===== src/rtl/mblock_access_ctrl.sv =====
`timescale 1ns/1ps
// mblock_access_ctrl
// Sequences single CPU requests onto the memory block (ROM/RAM/IO/const).
// Each access runs through a setup/strobe/hold sequence, so the write enable
// never overlaps a change on the selector, address or data lines.
//
// Ports:
//   clk, reset              clock (rising edge), async active-high reset
//   req_valid/req_ready     request handshake (ready only while idle)
//   req_sel/addr/wdata/write request fields, captured on the accept edge
//   resp_valid/rdata/err    one-cycle completion pulse with read data / error
//   mem_selector/address/in registered memory-side request lines
//   mem_is_write            registered level-sensitive write enable
//   mem_out                 memory block read data
//
// state  | meaning
// IDLE   | waiting for a request, req_ready high
// SETUP  | memory lines stable, counting down the setup time
// STROBE | mem_is_write high, counting down the write pulse
// HOLD   | write enable low again, lines held; also the dead cycle of an
//        | illegal request so its response lands one edge after accept
// RESP   | resp_valid high for this single cycle
module mblock_access_ctrl #(
    parameter int unsigned SETUP_CYCLES = 1,
    parameter int unsigned WRITE_CYCLES = 1
) (
    input  logic        clk,
    input  logic        reset,
    input  logic        req_valid,
    output logic        req_ready,
    input  logic [1:0]  req_sel,
    input  logic [15:0] req_addr,
    input  logic [31:0] req_wdata,
    input  logic        req_write,
    output logic        resp_valid,
    output logic [31:0] resp_rdata,
    output logic        resp_err,
    output logic [1:0]  mem_selector,
    output logic [15:0] mem_address,
    output logic [31:0] mem_in,
    output logic        mem_is_write,
    input  logic [31:0] mem_out
);

    typedef enum logic [2:0] {IDLE, SETUP, STROBE, HOLD, RESP} state_t;

    localparam logic [7:0] SETUP_LOAD = 8'(SETUP_CYCLES - 1);
    localparam logic [7:0] WRITE_LOAD = 8'(WRITE_CYCLES - 1);

    state_t      state, state_nx;
    logic [7:0]  cnt, cnt_nx;
    logic        wr_q, wr_nx;
    logic        err_pend, err_pend_nx;
    logic        ready_nx, resp_valid_nx, resp_err_nx, we_nx;
    logic [31:0] resp_rdata_nx, mem_in_nx;
    logic [1:0]  sel_nx;
    logic [15:0] addr_nx;
    logic        illegal;

    assign illegal = (req_sel == 2'b10) || (req_write && (req_sel != 2'b01));

    always_comb begin
        state_nx      = state;
        cnt_nx        = cnt;
        wr_nx         = wr_q;
        err_pend_nx   = err_pend;
        ready_nx      = req_ready;
        resp_valid_nx = 1'b0;
        resp_rdata_nx = resp_rdata;
        resp_err_nx   = resp_err;
        sel_nx        = mem_selector;
        addr_nx       = mem_address;
        mem_in_nx     = mem_in;
        we_nx         = 1'b0;

        case (state)
            IDLE: begin
                if (req_valid && req_ready) begin
                    ready_nx = 1'b0;
                    wr_nx    = req_write;
                    if (illegal) begin
                        // Memory lines stay untouched for a rejected request.
                        err_pend_nx = 1'b1;
                        state_nx    = HOLD;
                    end else begin
                        err_pend_nx = 1'b0;
                        sel_nx      = req_sel;
                        addr_nx     = req_addr;
                        mem_in_nx   = req_wdata;
                        cnt_nx      = SETUP_LOAD;
                        state_nx    = SETUP;
                    end
                end
            end
            SETUP: begin
                if (cnt == 8'd0) begin
                    if (wr_q) begin
                        cnt_nx   = WRITE_LOAD;
                        we_nx    = 1'b1;
                        state_nx = STROBE;
                    end else begin
                        resp_rdata_nx = mem_out;
                        resp_err_nx   = 1'b0;
                        resp_valid_nx = 1'b1;
                        state_nx      = RESP;
                    end
                end else begin
                    cnt_nx = cnt - 8'd1;
                end
            end
            STROBE: begin
                if (cnt == 8'd0) begin
                    state_nx = HOLD;
                end else begin
                    cnt_nx = cnt - 8'd1;
                    we_nx  = 1'b1;
                end
            end
            HOLD: begin
                // Reached by completed writes and by rejected requests only.
                resp_rdata_nx = 32'd0;
                resp_err_nx   = err_pend;
                resp_valid_nx = 1'b1;
                state_nx      = RESP;
            end
            RESP: begin
                ready_nx = 1'b1;
                state_nx = IDLE;
            end
            default: begin
                ready_nx = 1'b1;
                state_nx = IDLE;
            end
        endcase
    end

    always_ff @(posedge clk or posedge reset) begin
        if (reset) begin
            state        <= IDLE;
            cnt          <= 8'd0;
            wr_q         <= 1'b0;
            err_pend     <= 1'b0;
            req_ready    <= 1'b1;
            resp_valid   <= 1'b0;
            resp_rdata   <= 32'd0;
            resp_err     <= 1'b0;
            mem_selector <= 2'b00;
            mem_address  <= 16'd0;
            mem_in       <= 32'd0;
            mem_is_write <= 1'b0;
        end else begin
            state        <= state_nx;
            cnt          <= cnt_nx;
            wr_q         <= wr_nx;
            err_pend     <= err_pend_nx;
            req_ready    <= ready_nx;
            resp_valid   <= resp_valid_nx;
            resp_rdata   <= resp_rdata_nx;
            resp_err     <= resp_err_nx;
            mem_selector <= sel_nx;
            mem_address  <= addr_nx;
            mem_in       <= mem_in_nx;
            mem_is_write <= we_nx;
        end
    end

endmodule


===== config.mk =====
export PLATFORM = sky130hd
export DESIGN_NAME = mblock_access_ctrl
export DESIGN_NICKNAME = d
export VERILOG_FILES = /design/src/rtl/mblock_access_ctrl.sv
export SDC_FILE = /design/constraint.sdc
export NUM_CORES = 1
export LEC_CHECK = 0
export ABC_AREA = 1
export CAP_MARGIN = 5
export CORE_UTILIZATION = 39
export CTS_BUF_LIST = sky130_fd_sc_hd__clkbuf_16
export DETAILED_ROUTE_END_ITERATION = 8
export PLACE_DENSITY = 0.73
export SETUP_SLACK_MARGIN = 0.15
export SYNTH_ARGS = -nofsm -noshare
export SYNTH_HDL_FRONTEND = slang
export SYNTH_SLANG_ARGS = --single-unit

===== constraint.sdc =====
create_clock -name clk -period 3.34 [get_ports clk]
set_clock_uncertainty 0.05 [all_clocks]
set_input_delay 0.668 -clock clk [delete_from_list [all_inputs] [get_ports clk]]
set_output_delay 0.668 -clock clk [all_outputs]
set_load 0.05 [all_outputs]

==> results.json <==
{
  "status": "finished clean",
  "clockBufferDepth": 2,
  "yosysUniqueCellTypes": 24,
  "hold_end": "mem_in[13]",
  "via_per_inst": 4.72,
  "maxSlewHeadroom_pct": 46.9,
  "holdBufCountCts": 0,
  "diodes": 0,
  "clkTransAtPathRegs_ns": 0.07,
  "core_area_um2": 10400,
  "grt_pass1_wl_um": 18100,
  "clk_latency_ns": 0.35,
  "final_area_um2": 6330,
  "setup_tns_ns": 0,
  "first_iter_violations": 240,
  "synthCells": 493,
  "drc": 0,
  "hpwl_um": 7610,
  "tritoncts": "built",
  "postRouteAntennaNets": 0,
  "layout-drive-gt1-share_pct": 5.57,
  "grt_setup_unrepaired": "false",
  "netlist_area_um2": 4210,
  "yosys-top-cells-area": "dfrtp_1, nand2_1, nand3_1",
  "numClockSinks": 99,
  "postPlaceCellArea_um2": 6020,
  "die_h_um": 106,
  "die_w_um": 106,
  "hp-class": "register to register",
  "min_path_cells": 2,
  "cp.arrival_ns": 2.66,
  "mappedNetlistNets": 581,
  "worstReg2RegEnd": "mem_in[19]",
  "rows": 37,
  "critPathKind": "input pin to register",
  "wire_per_inst_um": 13.7,
  "grt_pass1_vias": 3722,
  "antenna_found_initial": 0,
  "worst_slack_ns": 0.867,
  "floorplan.initialDensity_pct": 40.4,
  "drt-total-wl_um": 10900,
  "final_util_pct": 60.8,
  "grt_max_degree": 53,
  "yosys.area.top_type_share_pct": 58.2,
  "grt-ovfl-total": 0,
  "preCtsSetupSlack_ns": 0.484,
  "post-route-period-util_pct": 74.1,
  "cts_resized": 0,
  "nets": 747,
  "timing.rr.start": "state[0]",
  "synth_largest_area_cell": "dfrtp_1",
  "pin_count": 172,
  "finalSetupViolCount": 0,
  "r2r_setup_slack_ns": 0.99,
  "ctsHtreeMaxLevel": 3,
  "critPathMaxFanout": 52,
  "cts_root_buffer": "clkbuf_16",
  "n_fill_cell": 897,
  "area_growth_pct": 50.3,
  "vias": 3774,
  "r2r_cells": 11,
  "worstHoldStart": "mem_in[13]",
  "synth-seq-cells": 99,
  "dieArea_um2": 11200,
  "p_leak_nw": 3.16,
  "worstMarginPinSlew_ns": 0.794,
  "fin_crit_ns": 2.47,
  "end_kind": "register",
  "grt_usage_pct": 20.6,
  "syn_avg_cell_area_um2": 8.55,
  "io_buffers": 171,
  "crit_required_ns": 3.53,
  "postCtsSetupBuffers": 0,
  "numCtsBuffers": 9,
  "peakVddDrop_uv": 585,
  "cellPowerDensity_nw_per_um2": 1110,
  "cap_violations": 0,
  "start_kind": "input pin",
  "ys_seq_area_share_pct": 58.8,
  "ys_warn_count": 0,
  "hold_violations": 0,
  "drv_slew": 0,
  "gp_congestion": 0.794,
  "drtPass1Iterations": 4,
  "fmax_mhz": 404
}
[sequential cells by signal, indices dropped and copies added, names as in the netlist]
name,count
cnt,8
err_pend,1
mem_address,16
mem_in,32
mem_is_write,1
mem_selector,2
req_ready,1
resp_err,1
resp_rdata,32
resp_valid,1
state,3
wr_q,1
[metrics by stage]
stage                     hold WS (ns)  instances  total power [mW]
after floorplan                  0.428        493              4.69
after global placement           0.404        784              5.90
after detailed placement         0.407        784              5.97
after CTS                        0.424        800              7.11
after global routing             0.434        800              7.47
final                            0.420        800              7.06
[layout make-up]
cell class / count / area [um2] / share of cell area (%)
flip-flops and latches: 99 / 2480 / 39.2
repair buffers: 175 / 1780 / 28.1
multi-input cells: 353 / 1510 / 23.8
clock buffers: 9 / 225 / 3.56
well taps: 136 / 170 / 2.69
clock inverters: 7 / 90.1 / 1.42
inverters: 21 / 82.6 / 1.30
[layer usage]
layer	wire length [um]	track usage (%)	share of wire, %
met1	4510	24.5	41
met2	5700	35.8	52
met3	538	5.76	4.9
met4	194	7.34	1.8
met5	0	0	0
[worst max-delay path: stages]
cell	delay (ns)
clkdlybuf4s50_1	0.46
nand2_1	0.09
nor2_2	0.16
inv_2	0.08
nor2_8	0.51
inv_2	0.30
buf_12	0.25
nand2_1	0.07
nand2_1	0.05
[power by group]
group / switching (mW) / internal, mW / leakage [nW]
clock: 0.450 / 0.654 / 0.155
combinational: 2.69 / 1.24 / 1.73
sequential: 0.305 / 1.72 / 1.27
[cells by family (layout without fill, tap and decap cells)]
| kind of cell | Yosys count | in the layout | share of synthesized area [%] |
|---|---|---|---|
| AOI/OAI and AO/OA | 17 | 17 | 2.50 |
| xor gates and xnor gates | 1 | 1 | 0.208 |
| adders and majority gates | 2 | 2 | 0.594 |
| buffers and inverters | 41 | 212 | 5.44 |
| DFF | 99 | 99 | 58.8 |
| and+or+nand+nor | 333 | 333 | 32.4 |
[worst max-delay path by stage]
| stage | slack (ns) | to | start |
|---|---|---|---|
| 3_3_place_gp | 0.57 | mem_address[3] | req_valid |
| 2_1_floorplan | 1.45 | cnt[0] | reset |
| 5_1_grt | 0.63 | mem_in[29] | req_valid |
| 3_5_place_dp | 0.48 | mem_in[6] | req_valid |
| 6_report | 0.87 | mem_in[19] | req_valid |
| 4_1_cts | 0.85 | mem_in[19] | req_valid |
[cell usage after synthesis]
| cell | number |
|---|---|
| a21oi_1 | 4 |
| nor2_2 | 5 |
| o21a_1 | 1 |
| nor2_8 | 1 |
| nand4_1 | 4 |
| nor2_1 | 10 |
| clkbuf_1 | 6 |
| o31ai_1 | 1 |
| nand2_2 | 1 |
| inv_2 | 5 |
| inv_1 | 16 |
| ha_1 | 2 |
| o311ai_0 | 1 |
| nand3_1 | 48 |
| nand2_1 | 262 |
| o21ai_0 | 7 |
| buf_4 | 8 |
| nor2_4 | 1 |
| dfstp_2 | 1 |
| nand2_4 | 1 |
| dfrtp_1 | 98 |
| xor2_1 | 1 |
| o21ai_2 | 3 |
| buf_6 | 6 |
[placed cells by master, fill, tap and decap left out, drive strengths merged, types with 2 or more instances in the layout]
master         instances
a21oi                  4
buf                    4
bufinv                 2
clkbuf                 9
clkdlybuf4s50        171
clkinv                 4
dfrtp                 98
ha                     2
inv                   21
nand2                264
nand3                 48
nand4                  4
nor2                  17
o21ai                 10
No activity file was read; power rests on OpenSTA's default activity.
